File: config.mk
export PLATFORM = sky130hd
export DESIGN_NAME = fpu
export DESIGN_NICKNAME = d
export VERILOG_FILES = /design/src/rtl/fpu.sv
export SDC_FILE = /design/constraint.sdc
export NUM_CORES = 1
export LEC_CHECK = 0
export CORE_MARGIN = 5
export CORE_UTILIZATION = 42
export DETAILED_ROUTE_END_ITERATION = 16
export GPL_ROUTABILITY_DRIVEN = 0
export PLACE_DENSITY = 0.65
export SLEW_MARGIN = 25
export SYNTH_ARGS = -nofsm -noshare
export SYNTH_HDL_FRONTEND = slang
export SYNTH_SLANG_ARGS = --single-unit
export TNS_END_PERCENT = 10
File: constraint.sdc
create_clock -name clock -period 8.4 [get_ports clock]
set_input_delay 2.52 -clock clock [delete_from_list [all_inputs] [get_ports clock]]
set_output_delay 2.52 -clock clock [all_outputs]
set_load 0.05 [all_outputs]
File: src/rtl/fpu.sv
`default_nettype none
// ============================================================================
// Module   : fpu
// Purpose  : Single-operation floating-point adder for a custom 32-bit format
//            (sign[31], exponent[30:25] biased by 31, mantissa[24:0] with a
//            hidden leading 1). Computes op_A_in + op_B_in with truncation
//            toward zero. One operation runs per reset pulse. The result and
//            the one-hot status are held until the next reset.
// Ports    : clock      - system clock
//            reset      - asynchronous, active-low reset
//            op_A_in    - operand A
//            op_B_in    - operand B
//            data_out   - registered sum, valid from the 5th edge after reset
//            status_out - registered one-hot status
//                         [0] EXACT [1] OVERFLOW [2] UNDERFLOW [3] INEXACT
// Revision : 1.0 - initial release
// ============================================================================
module fpu (
    input  logic        clock,
    input  logic        reset,
    input  logic [31:0] op_A_in,
    input  logic [31:0] op_B_in,
    output logic [31:0] data_out,
    output logic [3:0]  status_out
);

    localparam logic [3:0]  c_ST_EXACT     = 4'b0001;
    localparam logic [3:0]  c_ST_OVERFLOW  = 4'b0010;
    localparam logic [3:0]  c_ST_UNDERFLOW = 4'b0100;
    localparam logic [3:0]  c_ST_INEXACT   = 4'b1000;
    localparam logic [4:0]  c_SHIFT_CAP    = 5'd28;
    localparam logic [5:0]  c_EXP_MAX      = 6'd63;

    typedef enum logic [2:0] {
        S_READ  = 3'd0,
        S_ALIGN = 3'd1,
        S_ADD   = 3'd2,
        S_NORM  = 3'd3,
        S_ROUND = 3'd4,
        S_DONE  = 3'd5
    } state_t;

    state_t              r_state;

    // Captured operands
    logic [31:0]         r_op_a;
    logic [31:0]         r_op_b;

    // Aligned operands: {significand[25:0], guard, round, sticky}
    logic                r_sign;
    logic                r_sub;
    logic [5:0]          r_exp;
    logic [28:0]         r_ext_l;
    logic [28:0]         r_ext_s;

    // Raw sum with carry-out in bit 29
    logic [29:0]         r_sum;

    // Normalized fraction without hidden bit: {mantissa[24:0], G, R, S}
    logic [27:0]         r_norm;
    logic signed [7:0]   r_nexp;
    logic                r_zero;

    // ------------------------------------------------------------------
    // Align stage: decode, order by magnitude, shift the smaller operand
    // ------------------------------------------------------------------
    logic [25:0] w_sig_a;
    logic [25:0] w_sig_b;
    logic [5:0]  w_exp_a;
    logic [5:0]  w_exp_b;
    logic        w_a_ge_b;
    logic        w_sign_l;
    logic [25:0] w_sig_l;
    logic [25:0] w_sig_s;
    logic [5:0]  w_exp_l;
    logic [5:0]  w_exp_s;
    logic [5:0]  w_exp_diff;
    logic [4:0]  w_shamt;
    logic [28:0] w_ext_s_raw;
    logic [28:0] w_lost_mask;
    logic        w_sticky;
    logic [28:0] w_ext_s_shift;

    always_comb begin
        // Denormal inputs (exp==0) have no hidden bit and behave as exp 1
        w_sig_a = {(r_op_a[30:25] != 6'd0), r_op_a[24:0]};
        w_sig_b = {(r_op_b[30:25] != 6'd0), r_op_b[24:0]};
        w_exp_a = (r_op_a[30:25] != 6'd0) ? r_op_a[30:25] : 6'd1;
        w_exp_b = (r_op_b[30:25] != 6'd0) ? r_op_b[30:25] : 6'd1;

        // Exponent first, then significand, decides the larger magnitude
        w_a_ge_b = ({w_exp_a, w_sig_a} >= {w_exp_b, w_sig_b});

        w_sign_l = w_a_ge_b ? r_op_a[31] : r_op_b[31];
        w_sig_l  = w_a_ge_b ? w_sig_a : w_sig_b;
        w_sig_s  = w_a_ge_b ? w_sig_b : w_sig_a;
        w_exp_l  = w_a_ge_b ? w_exp_a : w_exp_b;
        w_exp_s  = w_a_ge_b ? w_exp_b : w_exp_a;

        w_exp_diff = w_exp_l - w_exp_s;
        // A shift of 28 already moves the whole field into the sticky bit
        w_shamt    = (w_exp_diff > 6'd28) ? c_SHIFT_CAP : w_exp_diff[4:0];

        w_ext_s_raw   = {w_sig_s, 3'b000};
        w_lost_mask   = (29'd1 << w_shamt) - 29'd1;
        w_sticky      = |(w_ext_s_raw & w_lost_mask);
        w_ext_s_shift = (w_ext_s_raw >> w_shamt) | {28'd0, w_sticky};
    end

    // ------------------------------------------------------------------
    // Normalize stage: single-cycle leading-zero count and shift
    // ------------------------------------------------------------------
    logic [4:0]        w_lzc;
    logic              w_sum_zero;
    logic [27:0]       w_norm;
    logic signed [7:0] w_nexp;

    always_comb begin
        // Highest set bit of r_sum[28:0] wins (last assignment in the loop)
        w_lzc = 5'd0;
        for (int i = 0; i < 29; i++) begin
            if (r_sum[i]) begin
                w_lzc = 5'(28 - i);
            end
        end

        w_sum_zero = (r_sum == 30'd0);

        if (r_sum[29]) begin
            // Carry-out: drop one bit into sticky, hidden bit is r_sum[29]
            w_norm = {r_sum[28:2], r_sum[1] | r_sum[0]};
            w_nexp = $signed({2'b00, r_exp}) + 8'sd1;
        end else begin
            // Hidden bit lands in bit 28 after the shift and is not kept
            w_norm = r_sum[27:0] << w_lzc;
            w_nexp = $signed({2'b00, r_exp}) - $signed({3'b000, w_lzc});
        end
    end

    // ------------------------------------------------------------------
    // Round stage: truncate, classify, saturate or flush
    // ------------------------------------------------------------------
    logic        w_ovf;
    logic        w_udf;
    logic [31:0] w_data;
    logic [3:0]  w_status;

    always_comb begin
        w_ovf = !r_zero && (r_nexp > 8'sd63);
        w_udf = !r_zero && (r_nexp < 8'sd1);

        if (w_ovf) begin
            w_data   = {r_sign, c_EXP_MAX, {25{1'b1}}};
            w_status = c_ST_OVERFLOW;
        end else if (w_udf) begin
            w_data   = {r_sign, 31'd0};
            w_status = c_ST_UNDERFLOW;
        end else if (r_zero) begin
            // Exact cancellation always yields +0
            w_data   = 32'd0;
            w_status = c_ST_EXACT;
        end else begin
            w_data   = {r_sign, r_nexp[5:0], r_norm[27:3]};
            w_status = (|r_norm[2:0]) ? c_ST_INEXACT : c_ST_EXACT;
        end
    end

    // ------------------------------------------------------------------
    // Sequencer and datapath registers
    // ------------------------------------------------------------------
    always_ff @(posedge clock or negedge reset) begin
        if (!reset) begin
            r_state    <= S_READ;
            r_op_a     <= 32'd0;
            r_op_b     <= 32'd0;
            r_sign     <= 1'b0;
            r_sub      <= 1'b0;
            r_exp      <= 6'd0;
            r_ext_l    <= 29'd0;
            r_ext_s    <= 29'd0;
            r_sum      <= 30'd0;
            r_norm     <= 28'd0;
            r_nexp     <= 8'sd0;
            r_zero     <= 1'b0;
            data_out   <= 32'd0;
            status_out <= 4'd0;
        end else begin
            case (r_state)
                S_READ: begin
                    r_op_a  <= op_A_in;
                    r_op_b  <= op_B_in;
                    r_state <= S_ALIGN;
                end
                S_ALIGN: begin
                    r_sign  <= w_sign_l;
                    r_sub   <= r_op_a[31] ^ r_op_b[31];
                    r_exp   <= w_exp_l;
                    r_ext_l <= {w_sig_l, 3'b000};
                    r_ext_s <= w_ext_s_shift;
                    r_state <= S_ADD;
                end
                S_ADD: begin
                    // Larger magnitude is always r_ext_l, so no borrow-out
                    if (r_sub) begin
                        r_sum <= {1'b0, r_ext_l} - {1'b0, r_ext_s};
                    end else begin
                        r_sum <= {1'b0, r_ext_l} + {1'b0, r_ext_s};
                    end
                    r_state <= S_NORM;
                end
                S_NORM: begin
                    r_norm  <= w_norm;
                    r_nexp  <= w_nexp;
                    r_zero  <= w_sum_zero;
                    r_state <= S_ROUND;
                end
                S_ROUND: begin
                    data_out   <= w_data;
                    status_out <= w_status;
                    r_state    <= S_DONE;
                end
                S_DONE: begin
                    r_state <= S_DONE;
                end
                default: begin
                    r_state <= S_READ;
                end
            endcase
        end
    end

endmodule
`default_nettype wire

Word level (Yosys, flattened, before mapping). Index checks and enable logic that the tools add are counted.

$add $sub $neg: 6. Order comparisons: 4. Eq/ne operators: 5. Shift operators: 3. Multiplexer cells: 48. Bitwise operators: 4. Reductions and logical operators: 10.

Operators by type and width (count): $mux 5 (30); $mux 32 (3); $mux 26 (2); $ge 32x32->1 (1); $add 29x29->30 (1); $logic_not 30->1 (1); $mux 30 (1); $sub 29x29->30 (1); $and 29x29->29 (1); $or 29x1->29 (1); $reduce_or 29->1 (1); $shl 1x5->29 const A (1); $shr 29x5->29 (1); $sub 29x1->29 const B (1); $mux 28 (1); $shl 28x5->28 (1); $mux 6 (4); $mux 4 (4); $pmux 3 s5 (1); $reduce_bool 6->1 (2); $gt 8x7->1 const B (1); $lt 8x2->1 const B (1); $mux 8 (1); $add 6x1->7 const B (1); other kinds (14) (17).

Register bits: 233. Output and inout bits: 36. Logic and storage cells: 94.

Logic depth before layout (Yosys ltp). Gate-level depths: netlist of run 1.

Depth in word-level cells: 31. Depth in mapped cells: 32. Gate-level depth less buffers: 23.

Worst setup path before layout of run 1. OpenSTA, ideal clock, no wires.

Kind: register to register. Start point: register r_op_a[27]. End point: register r_ext_s[5]. Arrival: 6.589 ns. Required time: 8.268 ns. Slack: 1.679 ns. Stages on the path, launching flop included: 30. Buffers on the path: 8. Period minus slack after synthesis: 6.721 ns. Cells stage by stage: dfrtp_1 -> or4_4 -> or3_1 -> ha_1 -> nand4_1 -> nor3_1 -> a221oi_2 -> nand2_2 -> a21oi_1 -> buf_2 -> buf_2 -> buf_2 -> clkbuf_1 -> clkbuf_1 -> nor3_1 -> a21oi_1 -> ha_1 -> nand4b_1 -> o311ai_0 -> a31o_1 -> or3_1 -> buf_6 -> o2111a_4 -> buf_6 -> nor3_4 -> buf_4 -> mux2_2 -> o211a_1 -> a221oi_1 -> o21ai_1.

Word-level cells in the longest chain between the ends: 9. Elaborated cells between the ends (all ways): 11.

Ends and longest elaborated chain: from (decl) (line 46) `logic [31:0] r_op_a;`; from (signal assigned) (line 190) `r_op_a <= op_A_in;`; $reduce_bool 6->1 (line 86, 88); $mux 6 (line 88) `w_exp_a = (r_op_a[30:25] != 6'd0) ? r_op_a[30:25] : 6'd1;`; $ge 32x32->1 (line 92) `w_a_ge_b = ({w_exp_a, w_sig_a} >= {w_exp_b, w_sig_b});`; $mux 6, on equally long branches (line 97, 98); $sub 6x6->6 (line 100) `w_exp_diff = w_exp_l - w_exp_s;`; $gt 6x5->1 (line 102) `w_shamt = (w_exp_diff > 6'd28) ? c_SHIFT_CAP : w_exp_diff[4:0];`; $mux 5 (line 102); $shr 29x5->29 * (line 107) `w_ext_s_shift = (w_ext_s_raw >> w_shamt) | {28'd0, w_sticky};`; $or 29x1->29 * (line 107); to (signal assigned) (line 199) `r_ext_s <= w_ext_s_shift;`; to (decl) (line 54) `logic [28:0] r_ext_s;`.

Every way passes the cells marked *; elsewhere a longest branch is shown, timed or not. A chain may end at the register's enable or synchronous reset.

Worst setup path after layout of run 1.
Start point: register r_op_a[27]. End point: register r_ext_s[2].

The elaborated chain is that of the path after synthesis.

==> results.md, run 1 <==
- The type of origin of the critical path is a flop.
- Setup repair after global routing left no endpoint under its margin.
- Dividing the detail-routed via count by the number of cells gives between 6 and 7.
- From left edge to right edge, the die measures 213.4 um.
- The die footprint is 0.04552 sq mm.
- Sequential cells were found to cover 33.57% of the synthesized design area.
- The HPWL after detailed placement is ~40,000 um.
- The post-detailed-route count of antenna-violating nets is 0.
- Along the worst hold path, the cell count comes to 2.
- The effective utilization at floorplan is roughly 43%.
- The worst slew margin relative to its limit is between 30% and 40%.
- The synthesized design spends more area on one cell type than any other, namely sky130_fd_sc_hd__dfrtp_1.
- The number of buffers inserted to repair setup after CTS is 0.
- The wire length of the first global-routing pass is between 80,000 and 90,000 um.
- The number of H-tree levels is 1.
- The signed area change from the synthesized netlist to the final layout is 12.77%.
- The required time of the critical path is 8890 ps.
- VDD sags by at most approximately 0.00018 V.
- The number of maximum-capacitance constraint violations is 0.
- The leakage power is 8.374 nW.
- The net count of the finished layout is 2,256.
- Pin placement for this block handled approximately 100 I/O pins.
- The maximum clock rate is 147.9 MHz.
- Counting flops with an async set or reset pin after synthesis yields a share of between 90% and 100%.
- The final-report hold violation count was 0.
- Summing all placed instances gives a cell area of between 0.015 and 0.02 sq mm.
- In the routed design, unresolved DRC markers number 0.
- The startpoint-to-endpoint class of the critical path is flop to flop.
- The routed wire length is roughly 54,000 um.
- The clock edge transition at the registers on the reported setup and hold paths is 60 ps.
- Before CTS, the worst setup slack after placement is between 1500 and 2000 ps.
- The pin count of the biggest net entering global routing is a little under 100.
- The maximum net fanout on the critical path is 31.
- For the worst flop-to-flop path, the logic depth is 22.
- The total routing usage reported by global routing is 22.70%.
- The initial antenna violation count is 0.
- The clock drives approximately 230 sinks.
- The master cell of the clock root buffer is sky130_fd_sc_hd__clkbuf_16.
- The data arrival at the endpoint of the critical path is ~7300 ps.
- Excluding fillers, the count of instances in the completed layout stands at between 2,000 and 3,000.
- Synthesis inferred 233 register bits.
- Cells with a size suffix above 1 make up between 8 and 9% of the layout.
- The area of combinational cells with multiple inputs is between 0.01 and 0.015 sq mm.
- For the final routed database, the setup TNS stands at 0 ps.
- The synthesized design contains 0 enable-type register cells.
- The buffer depth of the longest clock path is 3.
- For the pin with the worst max-slew slack, the measured transition is just over 1000 ps.
- Ranked by total cell area, the synthesized netlist is headed by sky130_fd_sc_hd__dfrtp_1 (34%), sky130_fd_sc_hd__ha_1 (6.6%), sky130_fd_sc_hd__mux2i_1 (6.2%), sky130_fd_sc_hd__nand2_1 (6.0%), sky130_fd_sc_hd__o21ai_0 (5.5%).
- The run finished with clean final reports.
- The cell count after synthesis is approximately 2,100.
- The via count of the first global-routing pass came to 15,290.
- The max-slew violation count came to 0.
- The share of the synthesized area in the top cell type is approximately a third.
- The number of warnings printed during yosys synthesis is 0.
- The design area is 0.01959 sq mm.
- For this run, the leading register cell type out of synthesis is sky130_fd_sc_hd__dfrtp_1.
- The port buffer count is roughly 100.
- Buffers inserted during clock tree synthesis total 27.
- The cell total after placement is 2,598.
- The number of nets produced by synthesis is roughly 2,300.
- The average instance in the mapped netlist occupies around 8.3 sq um.
- After detailed routing, the average wire length per cell comes to a little over 20 um.
- The worst setup path is captured at a flop.
- The smallest clock period supported by the final layout is computed as about 6800 ps.
- The worst clock skew is between 20 and 30 ps.
- The clock tree from TritonCTS is done.
- The source-to-sink clock delay at the later pin of the worst-skew pair is about 560 ps.
- The total via count after detailed routing is between 15,000 and 20,000.
- Counting the fill cells in the layout gives slightly below 4,000.
- In the finished design, the share of the clock period the worst path needs comes to about four fifths.
- The synthesized area is 0.01737 sq mm.
- Setup violations remaining at the end of the flow were counted as 0.
- In this run the worst hold path is classified as flop to flop.
- The area used by sequential logic in the layout is between 0.005 and 0.006 sq mm.
- The number of detailed-routing iterations run before antenna repair is 6.
- After layout, the worst setup slack is about 1600 ps.
- The total congestion overflow is 0.
- The placement row count is 74.
- The number of gates resized after CTS was 0.
- Power spread over the standard cell area amounts to 296.5 mW/mm^2.
- In this run, distinct cell masters in the synthesized netlist total approximately 110.
- The detailed router finished its first iteration with roughly 1,800 violations.
- The number of antenna repair diodes is 0.
- The placeable core region is roughly 0.041 sq mm.
- In this run the vertical extent of the chip is 213.4 um.
- The hold buffer count at CTS is 0.
critical path: stages (launching register included):
cell,delay [ps]
sky130_fd_sc_hd__dfrtp_1,440
sky130_fd_sc_hd__or4_4,590
sky130_fd_sc_hd__o21ai_4,200
sky130_fd_sc_hd__ha_1,160
sky130_fd_sc_hd__buf_4,310
sky130_fd_sc_hd__nand4_1,230
sky130_fd_sc_hd__nor4_2,360
sky130_fd_sc_hd__o2111ai_1,330
sky130_fd_sc_hd__o21ai_4,250
sky130_fd_sc_hd__nor3_1,90
sky130_fd_sc_hd__a21oi_1,180
sky130_fd_sc_hd__ha_1,260
sky130_fd_sc_hd__nand4b_1,140
sky130_fd_sc_hd__o311ai_0,150
sky130_fd_sc_hd__a31o_1,220
sky130_fd_sc_hd__or3_1,510
sky130_fd_sc_hd__o2111ai_4,340
sky130_fd_sc_hd__nand3_4,470
sky130_fd_sc_hd__mux2i_1,480
sky130_fd_sc_hd__mux2i_1,210
sky130_fd_sc_hd__mux2_2,320
sky130_fd_sc_hd__o31ai_1,220
sky130_fd_sc_hd__o32a_1,190
registers in the layout, indices dropped and copies added, names as in the netlist, 4 cells and up:
name	flops
data_out	32
r_exp	6
r_ext_l	26
r_ext_s	29
r_nexp	8
r_norm	28
r_op_a	32
r_op_b	32
r_sum	30
status_out	4
synthesized netlist by cell type (17+ instances only):
master	instances
sky130_fd_sc_hd__mux2_2	53
sky130_fd_sc_hd__clkbuf_1	112
sky130_fd_sc_hd__mux2i_1	108
sky130_fd_sc_hd__o211ai_1	20
sky130_fd_sc_hd__nand3_1	30
sky130_fd_sc_hd__nor2_1	197
sky130_fd_sc_hd__nor3_1	33
sky130_fd_sc_hd__o21ai_0	191
sky130_fd_sc_hd__dfrtp_1	233
sky130_fd_sc_hd__nand2b_1	17
sky130_fd_sc_hd__o31ai_1	19
sky130_fd_sc_hd__a21o_1	19
sky130_fd_sc_hd__ha_1	92
sky130_fd_sc_hd__a31oi_1	63
sky130_fd_sc_hd__buf_2	20
sky130_fd_sc_hd__a21oi_1	134
sky130_fd_sc_hd__a221oi_1	21
sky130_fd_sc_hd__a211oi_1	22
sky130_fd_sc_hd__nand2_1	276
sky130_fd_sc_hd__xnor2_1	28
sky130_fd_sc_hd__inv_1	105
cell type report:
type                            count  area share, %
Sequential cell                   233          29.77
Timing Repair Buffer              126          6.267
Inverter                          107          2.051
Clock buffer                       40          3.955
Clock inverter                      7         0.6005
Tap cell                          532          3.399
Multi-Input combinational cell   1601          53.96
layer usage:
layer  global-route usage (%)  routed length, um  up-vias
met5                        0                  0        -
met1                    31.00              22960     7700
met2                    37.84              25300      663
li1                         -                  -     7555
met3                    2.955               3357      132
met4                    7.127               1905        0
cells by family after synthesis:
logic type | count (synthesis) | share of synthesized area, %
adders and majority gates | 94 | 6.858
muxes | 164 | 10.05
buffers and inverters | 259 | 6.051
and+or+nand+nor | 667 | 17.45
AOI/OAI and AO/OA | 640 | 24.16
DFF | 233 | 33.57
xor gates and xnor gates | 36 | 1.859
stage by stage:
step / power (W) / utilization [%] / hold WS [ps]
final: 0.005807 / 47.97 / 481.6
after CTS: 0.005783 / 47.87 / 487.1
after global placement: 0.004517 / 45.66 / 456.4
after detailed placement: 0.004570 / 45.69 / 473.6
after global routing: 0.006153 / 47.97 / 506.2
after floorplan: 0.003741 / - / 449.7
placed cells by master (no fill, tap or decap), types with 22 or more instances in the layout:
cell	synthesis	layout
sky130_fd_sc_hd__inv_1	105	105
sky130_fd_sc_hd__nand2_1	276	276
sky130_fd_sc_hd__clkdlybuf4s50_1	0	100
sky130_fd_sc_hd__o21ai_0	191	190
sky130_fd_sc_hd__clkbuf_16	0	27
sky130_fd_sc_hd__mux2_2	53	53
sky130_fd_sc_hd__a21oi_1	134	132
sky130_fd_sc_hd__xnor2_1	28	28
sky130_fd_sc_hd__buf_4	2	23
sky130_fd_sc_hd__nor2_1	197	197
sky130_fd_sc_hd__a211oi_1	22	22
sky130_fd_sc_hd__nor3_1	33	31
sky130_fd_sc_hd__a31oi_1	63	63
sky130_fd_sc_hd__mux2i_1	108	108
sky130_fd_sc_hd__dfrtp_1	233	233
sky130_fd_sc_hd__ha_1	92	92
sky130_fd_sc_hd__nand3_1	30	30
worst paths after layout:
check / startpoint / slack (ps) / end
max in group asynchronous: reset / 5250 / r_ext_l[5]$_DFFE_PN0P_
setup reg to reg: r_op_a[27]$_DFFE_PN0P_ / 1640 / r_ext_s[2]$_DFFE_PN0P_
hold reg to reg: data_out[31]$_DFFE_PN0N_ / 480 / data_out[31]$_DFFE_PN0N_
min in group asynchronous: reset / 1980 / data_out[3]$_DFFE_PN0N_
setup / recovery: r_op_a[27]$_DFFE_PN0P_ / 1640 / r_ext_s[2]$_DFFE_PN0P_
hold / removal: data_out[31]$_DFFE_PN0N_ / 480 / data_out[31]$_DFFE_PN0N_
power breakdown:
part / switching (W) / total [W] / internal, W
sequential: 0.000383 / 0.00180 / 0.00142
combinational: 0.00172 / 0.00281 / 0.00109
clock: 0.000472 / 0.00120 / 0.000725
total: 0.00257 / 0.00581 / 0.00323
(Power assumes the default switching activity.)
==> run 2: changes to the inputs <==
- clock period: 8.4 -> 6.5 ns (I/O delays scaled with it)
==> results.md, run 2 (synthesis results as in run 1) <==
- The run finished with clean final reports.
- The port buffer count is just over 100.
- For this design the top-level I/O count stands at approximately 100.
- The die footprint is between 0.04 and 0.05 sq mm.
- The maximum net fanout on the critical path is 12.
- The source-to-sink clock delay at the later pin of the worst-skew pair is ~580 ps.
- The summed negative setup slack over all endpoints is 0 ps.
- The HPWL after detailed placement is 40,500 um.
- The first TritonRoute pass finished after 6 iterations.
- The final-report hold violation count is 0.
- The initialized floorplan defines 74 standard-cell rows.
- Registers are responsible for 30.7% of the overall power.
- Combinational logic is responsible for just under 50% of the overall power.
- The library cell used most frequently in the layout, excluding fill and tap cells, is sky130_fd_sc_hd__nand2_1.
- The detailed router finished its first iteration with between 1,500 and 2,000 violations.
- The total via count after detailed routing is between 15,000 and 20,000.
- The time the final worst path needs with I/O delays and setup is 6266 ps.
- After detailed routing, the number of remaining DRC violations is 0.
- The initial antenna violation count is 0.
- Leaving out fill and tap cells, the most frequent cells in the layout are sky130_fd_sc_hd__nand2_1 (275), sky130_fd_sc_hd__dfrtp_1 (233), sky130_fd_sc_hd__nor2_1 (197), sky130_fd_sc_hd__o21ai_0 (190), sky130_fd_sc_hd__a21oi_1 (132).
- The clock tree from TritonCTS is done.
- The die outline width is around 210 um.
- The signed area change from the synthesized netlist to the final layout is 13.86%.
- The TritonCTS sink count is ~230.
- The layout net count is between 2,000 and 2,500.
- The path class of the tightest hold or removal check is flop to flop.
- The height of the chip is ~210 um.
- In this run switching power makes up about 45% of total power.
- Headroom to the max-slew limit came out at between 30% and 40%.
- The number of clock buffers added by TritonCTS is 28.
- The startpoint-to-endpoint class of the critical path is flop to flop.
- The average wire per cell in the routed design is between 20 and 25 um.
- The part of the power in the clock network is approximately a fifth.
- Clock tree synthesis selected as its root buffer the cell sky130_fd_sc_hd__clkbuf_16.
- Summed over all layers, the routed wires come to about 55,000 um.
- The cell with the biggest individual delay on the critical path is sky130_fd_sc_hd__or4_4.
- The total congestion overflow is 0.
- Setup repair after global routing left no endpoint under its margin.
- The via count of the first global-routing pass was about 16,000.
- The number of antenna repair diodes is 0.
- Traced cell by cell, the critical path runs through or4_4, or3_1, ha_1, nand4_1, nor3_1, a221oi_2, and2_2, o21ai_4, nor3_1, a21oi_1, ha_1, nand2b_1, o311ai_0, a31o_1, or3_4, o2111a_4, nor3_4, buf_4, a21oi_1, a22o_1, mux2_2, a2111oi_4, a22oi_2.
- The data arrival at the endpoint of the critical path is between 6000 and 7000 ps.
- The smallest hold slack is around 470 ps.
- The maximum clock rate is about 160 MHz.
- The power per unit of standard cell area is roughly 380 mW/mm^2.
- The worst-case IR drop observed on VDD is roughly 0.00025 V.
- At the pin with the least slew margin, the transition time is a little over 1000 ps.
- Setup violations remaining at the end of the flow were counted as 0.
- For this run, the slowest stage of the critical path takes slightly above 600 ps.
- The number of maximum-capacitance constraint violations is 0.
- The category of the worst setup path capture point is a flop.
- The pin count of the biggest net entering global routing is 100.
- The count of nets left with antenna violations once routing finished came out at 0.
- The reported net switching power is between 0.003 and 0.004 W.
- In the routed layout, each cell is associated on average with a via count of 6.133.
- The internal power of the cells totals 0.004201 W.
- The first global-routing pass estimated between 80,000 and 90,000 um of wire.
- At the worst endpoint, the required time is 6950 ps.
- Of the available clock period, the critical path in the final layout requires 96.40%.
- For the final database, setup skew stands at 31.45 ps.
- The total area inside the core boundary comes to 0.04083 sq mm.
- The largest registers in the layout are data_out: 32 flops, r_op_a: 32 flops, r_op_b: 32 flops.
- The effective utilization at floorplan is ~43%.
- Of the cells placed in the final design, the portion with a size suffix greater than 1 is approximately a tenth.
- The number of H-tree levels is 1.
- Leaving out filler cells and counting taps, the final layout contains between 2,000 and 3,000.
- The clock edge transition at the registers on the reported setup and hold paths is approximately 60 ps.
- The clock passes through at most 3 buffers.
- Including well taps, the total number of placed cells is about 2,600.
- STA classifies the critical path startpoint as a flop.
- The max-slew violation count is 0.
- The total routing usage reported by global routing is roughly a quarter.
- The leakage power is about 8.5 nW.
[run 2: changes by cell type in the layout (fill, tap and decap cells not counted), moves of 2 or more]
cell                       change
sky130_fd_sc_hd__buf_4        +18
sky130_fd_sc_hd__clkinv_2      +4
sky130_fd_sc_hd__clkbuf_1      -3
sky130_fd_sc_hd__inv_6         +2
[run 2: power groups by stage]
stage | sequential [W] | combinational, W | clock (W)
2_1_floorplan | 0.00245 | 0.00239 | 0
3_3_place_gp | 0.00233 | 0.00353 | 0
3_5_place_dp | 0.00234 | 0.00359 | 0
4_1_cts | 0.00232 | 0.00361 | 0.00162
5_1_grt | 0.00238 | 0.00400 | 0.00167
6_report | 0.00233 | 0.00368 | 0.00159
[run 2: area by class of cell]
type	instances	area, sq um
Multi-Input combinational cell	1602	10610
Inverter	107	401.6
Tap cell	532	665.6
Timing Repair Buffer	143	1344
Clock buffer	38	788.3
Clock inverter	13	140.1
Sequential cell	233	5831
Fill cell	3888	21060
[run 2: path summary, 6_finish.rpt]
path | from | to | slack, ps | depth (start not counted)
setup reg to reg | r_op_a[27]$_DFFE_PN0P_ | r_ext_s[4]$_DFFE_PN0P_ | 230 | 23
max in group asynchronous | reset | r_op_b[22]$_DFFE_PN0P_ | 4010 | 2
setup / recovery | r_op_a[27]$_DFFE_PN0P_ | r_ext_s[4]$_DFFE_PN0P_ | 230 | 23
min in group asynchronous | reset | data_out[2]$_DFFE_PN0N_ | 1410 | 1
hold / removal | data_out[31]$_DFFE_PN0N_ | data_out[31]$_DFFE_PN0N_ | 470 | 2
hold reg to reg | data_out[31]$_DFFE_PN0N_ | data_out[31]$_DFFE_PN0N_ | 470 | 2
[run 2: through the flow]
step | power [W] | cell area, sq um | util (%) | worst slack [ps]
2_1_floorplan | 0.004836 | 17380 | - | 62.73
3_3_place_gp | 0.005868 | 18750 | 45.92 | 225.8
3_5_place_dp | 0.005936 | 18760 | 45.94 | 76.46
4_1_cts | 0.007550 | 19690 | 48.21 | 39.71
5_1_grt | 0.008058 | 19780 | 48.43 | 1.189
6_report | 0.007602 | 19780 | 48.43 | 233.9
[run 2: repair_timing]
| action | CTS | global route |
|---|---|---|
| buffers inserted | 0 | 6 |
| hold buffers | 0 | 0 |
| endpoints found under the setup margin | 0 | 25 |
| resized for setup | 0 | 5 |
[run 2: per-layer routing]
| metal | GRT usage [%] | part of all wire (%) | vias to the layer above |
|---|---|---|---|
| li1 | - | - | 7603 |
| met1 | 31.77 | 42 | 7868 |
| met2 | 38.39 | 47 | 724 |
| met3 | 2.838 | 6.5 | 168 |
| met4 | 9.320 | 4.8 | 0 |
| met5 | 0 | 0 | - |
[run 2: critical path: cells and delay by family (launching register included)]
| kind | cells | cell delay (ps) |
|---|---|---|
| and+or+nand+nor | 9 | 2630 |
| buffers and inverters | 1 | 220 |
| AOI/OAI and AO/OA | 10 | 1930 |
| adders and majority gates | 2 | 570 |
| muxes | 1 | 310 |
| DFF | 1 | 450 |
==> run 3: changes to the inputs <==
- CORE_ASPECT_RATIO: unset -> 1.75
- RECOVER_POWER: unset -> 100
- REMOVE_ABC_BUFFERS: unset -> 1
==> results.md, run 3 (synthesis results as in run 1) <==
- The final-report hold violation count is 0.
- Counting every sink on the clock net gives ~230.
- The number of clock buffers added by TritonCTS is 24.
- The post-detailed-route count of antenna-violating nets is 0.
- The commonest non-fill, non-tap cell in the layout is sky130_fd_sc_hd__nand2_1.
- The total via count after detailed routing is between 15,000 and 20,000.
- The port buffer count is ~100.
- The total routing usage reported by global routing is roughly 23%.
- The via density per instance is 5.986.
- The count of endpoints failing setup in the final report is 0.
- The buffer depth of the longest clock path is 3.
- The first global-routing pass estimated roughly 84,000 um of wire.
- Across all hold checks on the routed design, the worst slack comes to 466.5 ps.
- The max-slew violation count is 568.
- The reported net switching power is 0.003320 W.
- The number of antenna diodes in the final layout is 0.
- The setup path with the least slack is of type flop to flop.
- Based on the critical path, the design can be clocked at up to ~160 MHz.
- The worst setup path is launched from a flop.
- The fraction of layout instances using a drive strength above 1 is 8.771%.
- The number of H-tree levels is 1.
- The end of the worst register-to-register path is r_ext_s[17]$_DFFE_PN0P_.
- Cell internal power was estimated by the tool at 0.004273 W.
- The first TritonRoute pass finished after 8 iterations.
- The number of maximum-capacitance constraint violations is 10.
- The initial antenna violation count is 0.
- On the critical path, the stage with the largest delay is an instance of sky130_fd_sc_hd__or4_4.
- Summed over all failing endpoints, the final setup total negative slack is 0 ps.
- The cell count of the worst hold path is 2.
- The startpoint identified for the worst hold timing path is data_out[31]$_DFFE_PN0N_.
- The hold buffer count at CTS is 0.
- Summed over all cells, the static leakage comes to between 8 and 9 nW.
- The category of the worst setup path capture point is a flop.
- The die footprint is 0.04568 sq mm.
- The setup slack on the worst flop-to-flop path is around 170 ps.
- The critical path goes through or4_4, or3_1, ha_1, nand4_1, nor4_4, o2111ai_4, o21ai_4, nor3_1, a21oi_1, ha_1, nand4b_1, o311ai_0, a31o_1, or3_1, o2111a_4, nor3_4, buf_4, o211ai_2, a211oi_1, a211oi_2, buf_4, mux2i_1, o22ai_1.
- The floorplan step set the die height to about 280 um.
- At the end of the flow, the number of nets in the layout was 2,276.
- Dividing the final minimum period by the clock period gives 97.36%.
- The clock period could shrink to 6329 ps.
- The library cells used most frequently in the layout, excluding fill and tap cells, are sky130_fd_sc_hd__nand2_1 (276), sky130_fd_sc_hd__dfrtp_1 (233), sky130_fd_sc_hd__nor2_1 (197), sky130_fd_sc_hd__o21ai_0 (190), sky130_fd_sc_hd__a21oi_1 (133).
- The min-delay analysis places its worst path in the category flop to flop.
- Dividing the detail-routed wire length by the instance count gives a little under 20 um.
- Measured in cells, the most critical reg-to-reg path has a length of 23.
- The checks that failed: max-capacitance violations, max-slew violations.
- The placement row count is between 90 and 100.
- Per report_power, the sequential group accounts for between 20% and 30% of the total.
- The design area is a little under 0.02 sq mm.
- The via count of the first global-routing pass is ~16,000.
- For this run, the slowest stage of the critical path takes ~560 ps.
- The transition time at the pin with the least slew margin is 4007 ps.
- The effective utilization at floorplan is about 42%.
- The clock edge transition at the registers on the reported setup and hold paths is ~70 ps.
- The required time of the critical path is between 6000 and 7000 ps.
- The worst supply voltage drop on vdd is 0.0002074 V.
- Registers take 0.005831 sq mm.
- The worst register-to-register path begins at r_op_a[28]$_DFFE_PN0P_.
- The buffering stage count on the worst path with inverters included is 2.
- The source-to-sink clock delay at the later pin of the worst-skew pair is about 550 ps.
- Data arrives at the worst endpoint at between 6000 and 7000 ps.
- Summed over all layers, the global routing overflow is 0.
- For the final database, setup skew stands at 13.93 ps.
- The maximum net fanout on the critical path is 12.
- The final total power is roughly 0.0076 W.
- The placed standard-cell area is 0.01885 sq mm.
- Relative to the synthesized area, the layout overhead comes to 13.93%.
- In this run the clock root is driven by a sky130_fd_sc_hd__clkbuf_16.
- The part of the power in the clock network is a little over a fifth.
- Entering global routing, the biggest net connects 110 pins.
- The routed wire length is 52,850 um.
- The DRC violation total after the first TritonRoute iteration is 1,244.
- The residual DRC count is 0.
- Net switching is a little over two fifths of the power.
- The HPWL after detailed placement is 40,210 um.
- The path with the worst hold slack has its endpoint at data_out[31]$_DFFE_PN0N_.
- Headroom to the max-slew limit came out at -167.1%.
- The placeable core region is around 0.04 sq mm.
- The area of combinational cells with multiple inputs is ~0.011 sq mm.
- In this run, the combinational gates consume about half of the power.
- The post-layout utilization of the core is 48.32%.
- The number of I/O pins is ~100.
- The run finished, with violations left.
- The count of filler cells inserted in the layout is 3,996.
- From left edge to right edge, the die measures approximately 160 um.
- TritonCTS built the clock tree.
- Dividing total power by cell area gives a power density of 383.7 mW/mm^2.
- In the final layout, the registers with the most flip-flops are data_out: 32 flops, r_op_a: 32 flops, r_op_b: 32 flops.
- On the critical path the largest part of the delay comes from simple AND/OR/NAND/NOR gates.
==> run 3: how the worst max path moves through the flow <==
stage	start	to	slack (ps)	cells past startpoint
floorplan	r_op_a[27]$_DFFE_PN0P_	r_ext_s[11]$_DFFE_PN0P_	-2530	22
global placement	r_op_a[28]$_DFFE_PN0P_	r_ext_s[5]$_DFFE_PN0P_	220	21
detailed placement	r_op_a[28]$_DFFE_PN0P_	r_ext_s[5]$_DFFE_PN0P_	50	21
CTS	r_op_a[28]$_DFFE_PN0P_	r_ext_s[5]$_DFFE_PN0P_	40	21
global route	r_op_a[28]$_DFFE_PN0P_	r_ext_s[17]$_DFFE_PN0P_	-50	23
finish	r_op_a[28]$_DFFE_PN0P_	r_ext_s[17]$_DFFE_PN0P_	170	23
==> run 3: repair_timing <==
action / CTS / global route
buffers inserted: 0 / 2
gates resized for setup: 0 / 6
endpoints found under the setup margin: 0 / 21
==> run 3: area by class of cell <==
| type | instances | area share (%) |
|---|---|---|
| flip-flops and latches | 233 | 29.47 |
| clock buffers | 29 | 3.288 |
| clock inverters | 13 | 1.410 |
| inverters | 107 | 2.030 |
| repair buffers | 148 | 6.753 |
| well taps | 550 | 3.478 |
| multi-input cells | 1602 | 53.58 |
==> run 3: power groups by stage <==
stage	registers, W	logic (W)	clock network [W]
2_1_floorplan	0.00253	0.00224	0
3_3_place_gp	0.00229	0.00359	0
3_5_place_dp	0.00230	0.00365	0
4_1_cts	0.00228	0.00366	0.00166
5_1_grt	0.00233	0.00401	0.00172
6_report	0.00227	0.00369	0.00163
==> run 3: routing by layer <==
| metal | vias to the layer above | routed length [um] | global-route usage, % |
|---|---|---|---|
| li1 | 7603 | - | - |
| met1 | 7592 | 18270 | 23.37 |
| met2 | 632 | 28490 | 43.23 |
| met3 | 227 | 2507 | 2.437 |
| met4 | 0 | 3577 | 13.22 |
| met5 | - | 0 | 0 |
==> run 3: stage by stage <==
step / setup WS [ps] / cells
finish: 171.4 / 2682
global route: -45.66 / 2682
CTS: 37.07 / 2679
detailed placement: 53.82 / 2637
global placement: 221.7 / 2637
floorplan: -2534 / 1941
==> run 3: worst reg2reg max path, stage by stage, from the launching register on <==
cell                        delay, ps
sky130_fd_sc_hd__dfrtp_1          440
sky130_fd_sc_hd__or4_4            560
sky130_fd_sc_hd__or3_1            400
sky130_fd_sc_hd__ha_1             330
sky130_fd_sc_hd__nand4_1          200
sky130_fd_sc_hd__nor4_4           440
sky130_fd_sc_hd__o2111ai_4        230
sky130_fd_sc_hd__o21ai_4          200
sky130_fd_sc_hd__nor3_1            80
sky130_fd_sc_hd__a21oi_1          170
sky130_fd_sc_hd__ha_1             260
sky130_fd_sc_hd__nand4b_1         130
sky130_fd_sc_hd__o311ai_0         140
sky130_fd_sc_hd__a31o_1           220
sky130_fd_sc_hd__or3_1            430
sky130_fd_sc_hd__o2111a_4         290
sky130_fd_sc_hd__nor3_4           400
sky130_fd_sc_hd__buf_4            240
sky130_fd_sc_hd__o211ai_2         110
sky130_fd_sc_hd__a211oi_1         420
sky130_fd_sc_hd__a211oi_2          90
sky130_fd_sc_hd__buf_4            180
sky130_fd_sc_hd__mux2i_1          140
sky130_fd_sc_hd__o22ai_1           80
